<file path="src/rtl/gray_bin_conv_pipe.sv">
// Elastic valid/ready Gray<->binary converter; optional conv_cnt port under CONV_CNT_EN.
// Latency: STAGES cycles in either mode; one word per cycle when unstalled.
// Backpressure: combinational ready chain; a stalled output holds and upstream stages fill before in_ready drops.
module gray_bin_conv_pipe #(
    parameter int N      = 8,
    parameter int STAGES = 2
) (
    input  logic         clk,
    input  logic         rst,
    input  logic         flush,
    input  logic         in_valid,
    output logic         in_ready,
    input  logic         in_mode,
    input  logic [N-1:0] in_data,
    output logic         out_valid,
    input  logic         out_ready,
    output logic         out_mode,
    output logic [N-1:0] out_data
`ifdef CONV_CNT_EN
    ,
    output logic [15:0]  conv_cnt
`endif
);

    localparam int SEG = (N + STAGES - 1) / STAGES;

    // Stage s resolves Gray bits [N-1-s*SEG : N-(s+1)*SEG]; bits above are already binary.
    function automatic logic [N-1:0] stage_conv(input logic [N-1:0] w, input logic mode, input int s);
        logic [N-1:0] r;
        logic         c;
        r = w;
        c = 1'b0;
        if (mode) begin
            if (s == 0)
                r = w ^ (w >> 1);
        end else begin
            for (int i = N - 1; i >= 0; i--) begin
                if (i <= N - 1 - s * SEG && i >= N - (s + 1) * SEG)
                    r[i] = w[i] ^ c;
                c = r[i];
            end
        end
        return r;
    endfunction

    logic [STAGES-1:0] stg_vld;
    logic [STAGES-1:0] stg_rdy;
    logic [STAGES-1:0] stg_mode;
    logic [N-1:0]      stg_dat [STAGES];

    logic [STAGES-1:0] src_vld;
    logic [STAGES-1:0] src_mode;
    logic [N-1:0]      src_dat [STAGES];

    always_comb begin
        logic chain;
        chain   = out_ready;
        stg_rdy = '0;
        for (int k = STAGES - 1; k >= 0; k--) begin
            chain      = !stg_vld[k] || chain;
            stg_rdy[k] = chain;
        end
    end

    always_comb begin
        src_vld[0]  = in_valid;
        src_mode[0] = in_mode;
        src_dat[0]  = in_data;
        for (int k = 1; k < STAGES; k++) begin
            src_vld[k]  = stg_vld[k-1];
            src_mode[k] = stg_mode[k-1];
            src_dat[k]  = stg_dat[k-1];
        end
    end

    assign in_ready = stg_rdy[0] && !flush;

    always_ff @(posedge clk or posedge rst) begin
        if (rst) begin
            stg_vld <= '0;
        end else if (flush) begin
            stg_vld <= '0;
        end else begin
            for (int k = 0; k < STAGES; k++) begin
                if (stg_rdy[k])
                    stg_vld[k] <= src_vld[k];
            end
        end
    end

    // Payload needs no reset: the output is gated by the last valid bit.
    always_ff @(posedge clk) begin
        for (int k = 0; k < STAGES; k++) begin
            if (stg_rdy[k] && src_vld[k]) begin
                stg_dat[k]  <= stage_conv(src_dat[k], src_mode[k], k);
                stg_mode[k] <= src_mode[k];
            end
        end
    end

    assign out_valid = stg_vld[STAGES-1];
    assign out_mode  = stg_mode[STAGES-1] & out_valid;
    assign out_data  = stg_dat[STAGES-1] & {N{out_valid}};

`ifdef CONV_CNT_EN
    always_ff @(posedge clk or posedge rst) begin
        if (rst)
            conv_cnt <= 16'd0;
        else if (flush)
            conv_cnt <= 16'd0;
        else if (out_valid && out_ready && conv_cnt != 16'hFFFF)
            conv_cnt <= conv_cnt + 16'd1;
    end
`endif

endmodule

</file>
<file path="config.mk">
export PLATFORM = sky130hd
export DESIGN_NAME = gray_bin_conv_pipe
export DESIGN_NICKNAME = d
export VERILOG_FILES = /design/src/rtl/gray_bin_conv_pipe.sv
export SDC_FILE = /design/constraint.sdc
export NUM_CORES = 1
export LEC_CHECK = 0
export ABC_AREA = 1
export CELL_PAD_IN_SITES_DETAIL_PLACEMENT = 0
export CELL_PAD_IN_SITES_GLOBAL_PLACEMENT = 1
export CORE_MARGIN = 2
export CORE_UTILIZATION = 35
export CTS_CLUSTER_SIZE = 12
export DETAILED_ROUTE_END_ITERATION = 6
export PLACE_DENSITY_LB_ADDON = 0.15
export REMOVE_ABC_BUFFERS = 1
export SYNTH_ARGS = -nofsm -noshare
export SYNTH_HDL_FRONTEND = slang
export SYNTH_SLANG_ARGS = --single-unit
</file>
<file path="constraint.sdc">
create_clock -name clk -period 1.6 [get_ports clk]
set_input_delay 0.48 -clock clk [delete_from_list [all_inputs] [get_ports clk]]
set_output_delay 0.48 -clock clk [all_outputs]
set_load 0.02 [all_outputs]
</file>
==> summary.txt, run 1 <==
Synthesis
  • Top-area cell type share of the netlist area: 53.80%
  • Synthesis-stage register bit count: 20
  • Synth Cell Area: roughly 1000 sq um
  • Top cells by area, synth: edfxtp_1 (54%), nand2_1 (16%), inv_1 (10%)
  • Post-synthesis adder-cell area fraction: 0%
  • Largest family of logic cells by synthesized area: simple AND/OR/NAND/NOR gates
  • Cell count after synthesis: about 110
  • Xor/xnor share of the synthesized area: about 7.7%
  • Synth Area in Simple Gates: between 10% and 20%
  • Distinct cell type count after synthesis: 13
  • Post-synthesis mux area share: 0%
  • Seq/Total Area, Yosys: around three fifths
  • Compound-Gate Fraction of Synth Area: 4.234%
  • Syn avg cell area: approximately 9.0 sq um
  • YS warnings: 0
  • Synth area leader: edfxtp_1

Global route
  • Antenna violations before repair: 0
  • Global-route wire length before repair: roughly 2.4 mm
  • Vias in the first global route: 636
  • Largest net degree at the start of global routing: 12
  • Global Route Usage Sum: 9.515%
  • Grt ovf: 0

Worst setup path
  • Critical Path End Type: output port
  • CP Class: flop to output port
  • Critical path startpoint category: flop
  • Crit Reg-Reg Startpoint: stg_vld[1]$_DFFE_PP0P_
  • Crit path required time: between 1 and 1.5 ns
  • CP max FO: 2
  • R2R setup slack: 0.31 ns
  • Critical R2R Capture: stg_dat[0][13]$_DFFE_PP_
  • Depth of the worst register-to-register path: 4
  • Crit path DAT: about 1.1 ns

Place
  • Buffers on Ports: 24
  • DP Worst Slack: -0.6494 ns
  • Dpl hpwl: about 1.1 mm
  • Final Wtd Congestion: between 0.7 and 0.8

Layout
  • Area of the multi-input gates: roughly 320 sq um
  • Area grow syn2layout: 37.98%
  • Final nets: roughly 160
  • Reg area: 590.6 sq um
  • Ant diodes: 0
  • Share of layout cells above drive strength 1: between 20% and 30%
  • Post-layout util: 50.71%
  • Fillers: ~250

Drt
  • Pre-antenna DRT Iters: 5
  • Initial DRC count: 31
  • Max Used Layer: met4
  • Final WL: roughly 1.3 mm
  • Remaining DRCs: 0
  • Vias: ~740
  • Metal2 WL: around 630 um
  • Vias per cell: roughly 4.2
  • DR WL/cell: ~7.5 um
  • DR WL met3: 105 um
  • Routed metal-1 wirelength: 564 um
  • Final ANT Viol Nets: 0

Clock network
  • CTS tree: yes
  • Total clock sinks: 20
  • Clock transition at path regs: approximately 0.10 ns
  • CTS Buffer Depth: 2
  • Clk_lat worst skew: approximately 0.30 ns
  • Root buffer cell: clkbuf_4
  • Inserted Clock Buffers: 3
  • CTS H-tree lvls: 1

Floorplan
  • Rows: 19
  • Core Footprint: between 2000 and 3000 sq um
  • Total die area: approximately 3300 sq um
  • Starting Density: roughly 37%
  • Io pins: 25
  • Die X: about 58 um
  • Die H: about 58 um

STA
  • Hold WS: between 0.3 and 0.4 ns
  • Tmin final: 1.592 ns
  • Final Hold Violating Endpoints: 0
  • RSZ-0062 raised after global routing: yes
  • Final period utilization: between 90% and 100%
  • # setup viols final: 0
  • Rel. slew slack: about 86%
  • Final TNS setup: 0 ns
  • Slack of the critical path: a little over 0.008 ns
  • Tightest Pin Transition: 0.2156 ns
  • Slew Limit Fails: 0
  • Max Fclk: approximately 630 MHz
  • Worst Skew: 0.006405 ns

Hold path
  • Worst Hold Class: primary input to async pin

Job
  • MaxCap Viol Count: 0

Pwr
  • Total power: 1076 uW
  • Pwr Density: ~780 nW/um^2
  • Leakage: 0.0007122 uW
  • VDD IR-drop max: ~0.38 mV

Outcome
  • Status: finished clean
registers in the layout, indices dropped and copies added, names as in the netlist:
register and count:
stg_dat 16, stg_mode 2, stg_vld 2
worst max-delay path: stages (launching register included):
cell and delay (ns):
dfrtp_1 0.43, buf_6 0.14, nand3_4 0.05, nand2_2 0.06
inv_2 0.05, buf_6 0.10
synthesized netlist by cell type (all sizes together):
cell type and number:
xor2 5, xnor2 3, nand2 43, nand3 3, dfrtp 2, inv 28
o21bai 1, a21oi 2, edfxtp 18, buf 1, o21ai 5, nand3b 1
area by class of cell:
class,instances,share of cell area (%)
clock inverter,1,0.2708
clock buffer,3,1.625
sequential,20,42.60
tap,31,2.798
timing repair buffer,33,21.93
inverter,28,7.581
multi-input combinational,63,23.19
stage by stage:
step                instances  cell area (sq um)
floorplan                 111              999.7
global placement          173               1356
detailed placement        173               1356
CTS                       178               1354
global route              179               1386
finish                    179               1386
placed cells by master (no fill, tap or decap):
| cell | count |
|---|---|
| a21oi_1 | 2 |
| xor2_1 | 4 |
| inv_2 | 3 |
| clkbuf_4 | 3 |
| nand3_4 | 1 |
| nand2_2 | 2 |
| buf_2 | 7 |
| buf_12 | 2 |
| buf_4 | 6 |
| xnor2_1 | 3 |
| buf_6 | 5 |
| nand3_1 | 2 |
| nand2_1 | 41 |
| xor2_2 | 1 |
| clkdlybuf4s50_1 | 11 |
| dfrtp_1 | 2 |
| nand3b_1 | 1 |
| o21bai_1 | 1 |
| edfxtp_1 | 18 |
| clkinv_1 | 1 |
| o21ai_0 | 5 |
| inv_1 | 25 |
| dlygate4sd2_1 | 2 |
worst max path at each step:
stage / cells after the start / from / end
CTS: 5 / stg_vld[1]$_DFFE_PP0P_ / in_ready
global route: 5 / stg_vld[1]$_DFFE_PP0P_ / in_ready
floorplan: 1 / stg_vld[1]$_DFFE_PP0P_ / stg_dat[0][10]$_DFFE_PP_
finish: 5 / stg_vld[1]$_DFFE_PP0P_ / in_ready
detailed placement: 6 / out_ready / in_ready
global placement: 6 / out_ready / in_ready
what timing repair did:
action	CTS	global route
endpoints found under the hold margin	0	0
gates resized for setup	50	12
pin swaps	0	2
hold buffers	0	0
endpoints found under the setup margin	11	11
buffers inserted	1	1
gates cloned	0	0
power breakdown:
part / internal, uW / switching (uW) / leakage (uW)
Combinational: 102 / 105 / 0.000498
Sequential: 616 / 15.4 / 0.000199
Clock: 90.8 / 146 / 0.0000154
Total: 809 / 267 / 0.000712
layer usage:
metal	track usage (%)	vias up
met5	0	-
met1	10.28	307
met4	8.638	0
met2	15.91	22
met3	1.361	4
li1	-	411
cells by family (layout without fill, tap and decap cells):
group,Yosys count,after routing
AO/OA/AOI/OAI,8,8
XOR/XNOR,8,8
buffers and inverters,29,65
flip-flops,20,20
AND/OR/NAND/NOR,47,47
(Power assumes the default switching activity.)
==> run 2: changes to the inputs <==
Settings changed: ABC_AREA 1 to 0, CORE_UTILIZATION 35 to 50, CTS_BUF_LIST set to sky130_fd_sc_hd__clkbuf_2 sky130_fd_sc_hd__clkbuf_4 sky130_fd_sc_hd__clkbuf_8, DONT_BUFFER_PORTS set to 1.
==> run 2 against run 1 <==
Power is 2.2% lower. Synthesized area is 11% lower. Non-clock buffer count fell by 27. Via count shrank 42%. Routed wire length shrank 30%. Worst hold slack got worse by 0.083 ns. First-iteration DRC count decreased by 81%. Critical path depth decreased by 3. Design area fell by 25%. Fmax increased by 2.9%. Critical endpoint is now out_data[1]. Largest cell class unchanged.
==> summary.txt, run 2 <==
STA
  • # setup viols final: 0 (unchanged)
  • Worst Skew: 0.001236 ns (was 0.006405 ns)
  • Final period utilization: 96.73% (was 99.49%)
  • Rel. slew slack: 85.56% (was 85.58%)
  • Slew Limit Fails: 0 (unchanged)
  • Max Fclk: 646.1 MHz (was 628.2 MHz)
  • Hold WS: 0.2401 ns (was 0.3235 ns)
  • Slack of the critical path: 0.05232 ns (was 0.008182 ns)
  • Tightest Pin Transition: 0.2156 ns (about the same)
  • Tmin final: 1.548 ns (was 1.592 ns)
  • Final Hold Violating Endpoints: 0 (unchanged)

Drt
  • Pre-antenna DRT Iters: 2 (was 5)
  • Vias: 434 (was 744)
  • DR WL/cell: 9.460 um (was 7.503 um)
  • Remaining DRCs: 0 (unchanged)
  • Final ANT Viol Nets: 0 (unchanged)
  • Vias per cell: 4.340 (was 4.156)
  • Final WL: 946 um (was 1.343 mm)
  • Initial DRC count: 6 (was 31)

Floorplan
  • Die H: 46.30 um (was 57.58 um)
  • Die X: 46.30 um (was 57.58 um)
  • Core Footprint: 1708 sq um (was 2734 sq um)
  • Rows: 15 (was 19)
  • Total die area: 2144 sq um (was 3315 sq um)
  • Starting Density: 52.38% (was 36.75%)
  • Io pins: 25 (unchanged)

Synthesis
  • Compound-Gate Fraction of Synth Area: 1.958% (was 4.234%)
  • Largest family of logic cells by synthesized area: XOR/XNOR gates (was simple AND/OR/NAND/NOR gates)
  • Synth Flop Type: edfxtp_1 (unchanged)
  • Synth area leader: edfxtp_1 (unchanged)
  • Distinct cell type count after synthesis: 14 (was 13)
  • EDFF count, synth: 18 (unchanged)
  • Top cells by area, synth: edfxtp_1 (60%), xnor2_1 (9.8%), and2_1 (6.3%) (was edfxtp_1 (54%), nand2_1 (16%), inv_1 (10%))
  • Synth Area in Simple Gates: 14.13% (was 18.31%)
  • Post-synthesis adder-cell area fraction: 0% (unchanged)
  • Cell count after synthesis: 65 (was 112)
  • Most instantiated cells after synthesis: edfxtp_1 (18), xnor2_1 (10), and2_1 (9) (was nand2_1 (43), inv_1 (28), edfxtp_1 (18))
  • Synth Cell Area: 894.6 sq um (was 1005 sq um)
  • Xor/xnor share of the synthesized area: 17.48% (was 7.721%)
  • Most numerous cell in the Yosys netlist: edfxtp_1 (was nand2_1)
  • Post-synthesis mux area share: 0% (unchanged)
  • YS warnings: 0 (unchanged)
  • Top-area cell type share of the netlist area: 60.42% (was 53.80%)
  • Synthesis-stage register bit count: 20 (unchanged)
  • Syn avg cell area: 13.76 sq um (was 8.971 sq um)
  • Seq/Total Area, Yosys: 66.01% (was 58.78%)
  • Synth async-reset ratio: 10.00% (unchanged)

Worst setup path
  • CP Class: flop to output port (unchanged)
  • Critical path startpoint category: flop (unchanged)
  • Depth of the worst register-to-register path: 4 (unchanged)
  • Critical R2R Capture: stg_dat[0][0]$_DFFE_PP_ (was stg_dat[0][13]$_DFFE_PP_)
  • Critical Path End Type: output port (unchanged)
  • Crit path DAT: 1.07 ns (was 1.11 ns)
  • CP max FO: 10 (was 2)
  • Crit path required time: 1.12 ns (about the same)
  • R2R setup slack: 0.30 ns (was 0.31 ns)
  • Crit Reg-Reg Startpoint: stg_vld[1]$_DFFE_PP0P_ (unchanged)

Layout
  • Final nets: 90 (was 163)
  • Largest registers: stg_dat (16), stg_mode (2), stg_vld (2) (unchanged)
  • Share of layout cells above drive strength 1: 28.00% (was 20.27%)
  • Most frequent cells in the layout: edfxtp_1 (18), xnor2_1 (10), and2_2 (8) (was nand2_1 (41), inv_1 (25), edfxtp_1 (18))
  • Final Non-Filler Cells: 100 (was 179)
  • Area grow syn2layout: 15.94% (was 37.98%)
  • Post-layout util: 60.73% (was 50.71%)
  • Largest register FFs: 16 (unchanged)
  • Largest Register: stg_dat (unchanged)
  • Ant diodes: 0 (unchanged)
  • Most common cell after layout, fill and taps aside: edfxtp_1 (was nand2_1)

Pwr
  • Leakage: 0.0003876 uW (was 0.0007122 uW)
  • Pwr Density: 1014 nW/um^2 (was 776.1 nW/um^2)
  • VDD IR-drop max: 0.5071 mV (was 0.3802 mV)

Clock network
  • Clk_lat worst skew: 0.29 ns (was 0.30 ns)
  • CTS H-tree lvls: 1 (unchanged)
  • Inserted Clock Buffers: 3 (unchanged)
  • Root buffer cell: clkbuf_4 (unchanged)
  • Clock transition at path regs: 0.10 ns (about the same)
  • CTS tree: yes (unchanged)
  • CTS Buffer Depth: 2 (unchanged)
  • Total clock sinks: 20 (unchanged)

Hold path
  • Worst hold path stage count: 1
  • Min-Delay Endpoint: stg_vld[0]$_DFFE_PP0P_
  • Worst Hold Class: primary input to flop (was primary input to async pin)
  • Worst hold start: flush

Outcome
  • Status: finished clean (unchanged)

Place
  • Dpl cells: 95 (was 173)
  • Final Wtd Congestion: 0.6303 (was 0.7450)
  • DP Worst Slack: 0.2469 ns (was -0.6494 ns)
  • Dpl hpwl: 727.8 um (was 1.101 mm)
  • Buffers on Ports: 0 (was 24)

Global route
  • Global-route wire length before repair: 1.476 mm (was 2.387 mm)
  • Grt ovf: 0 (unchanged)
  • Vias in the first global route: 380 (was 636)
  • Largest net degree at the start of global routing: 12 (unchanged)
  • Antenna violations before repair: 0 (unchanged)
  • Global Route Usage Sum: 10.71% (was 9.515%)

Job
  • MaxCap Viol Count: 0 (unchanged)
==> run 2: cell types whose count changed after synthesis, sizes merged, moves of 3 or more <==
cell   delta
and2      +9
inv      -27
nand2    -39
nand3     -3
nor2      +6
nor2b     +3
o21ai     -5
xnor2     +8
==> run 2: per-stage QoR <==
stage	TNS, ns	cell area [sq um]	power [uW]
2_1_floorplan	-2.088	894.6	758.7
3_3_place_gp	0	963.4	779.4
3_5_place_dp	0	963.4	782.6
4_1_cts	0	1017	1066
5_1_grt	-0.001661	1037	1107
6_report	0	1037	1052
==> run 2: logic make-up (layout without fill, tap and decap cells) <==
kind of cell	Yosys count	after routing
XOR/XNOR	17	17
flip-flops	20	20
AO/OA/AOI/OAI	3	3
buffers and inverters	1	11
AND/OR/NAND/NOR	24	24
==> run 2: metal layers <==
| metal | GRT usage [%] | wire length (um) | vias to the layer above |
|---|---|---|---|
| met2 | 14.44 | 452 | 21 |
| met5 | 0 | 0 | - |
| li1 | - | - | 238 |
| met3 | 3.529 | 75 | 2 |
| met4 | 10.29 | 19 | 0 |
| met1 | 13.11 | 399 | 173 |
==> run 2: cell type report <==
type / count / area [sq um]
timing repair buffer: 6 / 51.30
fill: 137 / 670.6
inverter: 1 / 3.754
sequential: 20 / 590.6
clock buffer: 4 / 36.28
multi-input combinational: 44 / 324.1
tap: 25 / 31.28
==> run 2: what timing repair did <==
action,in CTS,in global routing
setup endpoints to repair,1,10
hold endpoints to repair,2,0
hold buffers,1,0
gates resized for setup,2,12
pin swaps,1,0
setup buffers,0,0
==> run 2: power breakdown <==
group	internal [uW]	total, uW	switching, uW	leakage [uW]
sequential	623	641	18.7	0.000198
clock	139	276	138	0.0000210
combinational	70.0	135	64.6	0.000168
total	831	1050	221	0.000388
==> run 2: how the worst max path moves through the flow <==
stage                     cells past startpoint                       to              startpoint  slack [ns]
after detailed placement                      3                 in_ready               out_ready        0.25
final                                         2              out_data[1]  stg_vld[1]$_DFFE_PP0P_        0.05
after CTS                                     3                 in_ready  stg_vld[1]$_DFFE_PP0P_        0.02
after global routing                          3                 in_ready  stg_vld[1]$_DFFE_PP0P_      -0.002
after floorplan                               2  stg_dat[0][0]$_DFFE_PP_  stg_vld[1]$_DFFE_PP0P_       -0.23
after global placement                        3                 in_ready               out_ready        0.26
==> run 2: worst max-delay path, cell delays in order (launching register included) <==
cell,delay (ns)
dfrtp_1,0.39
buf_4,0.17
and2_2,0.22
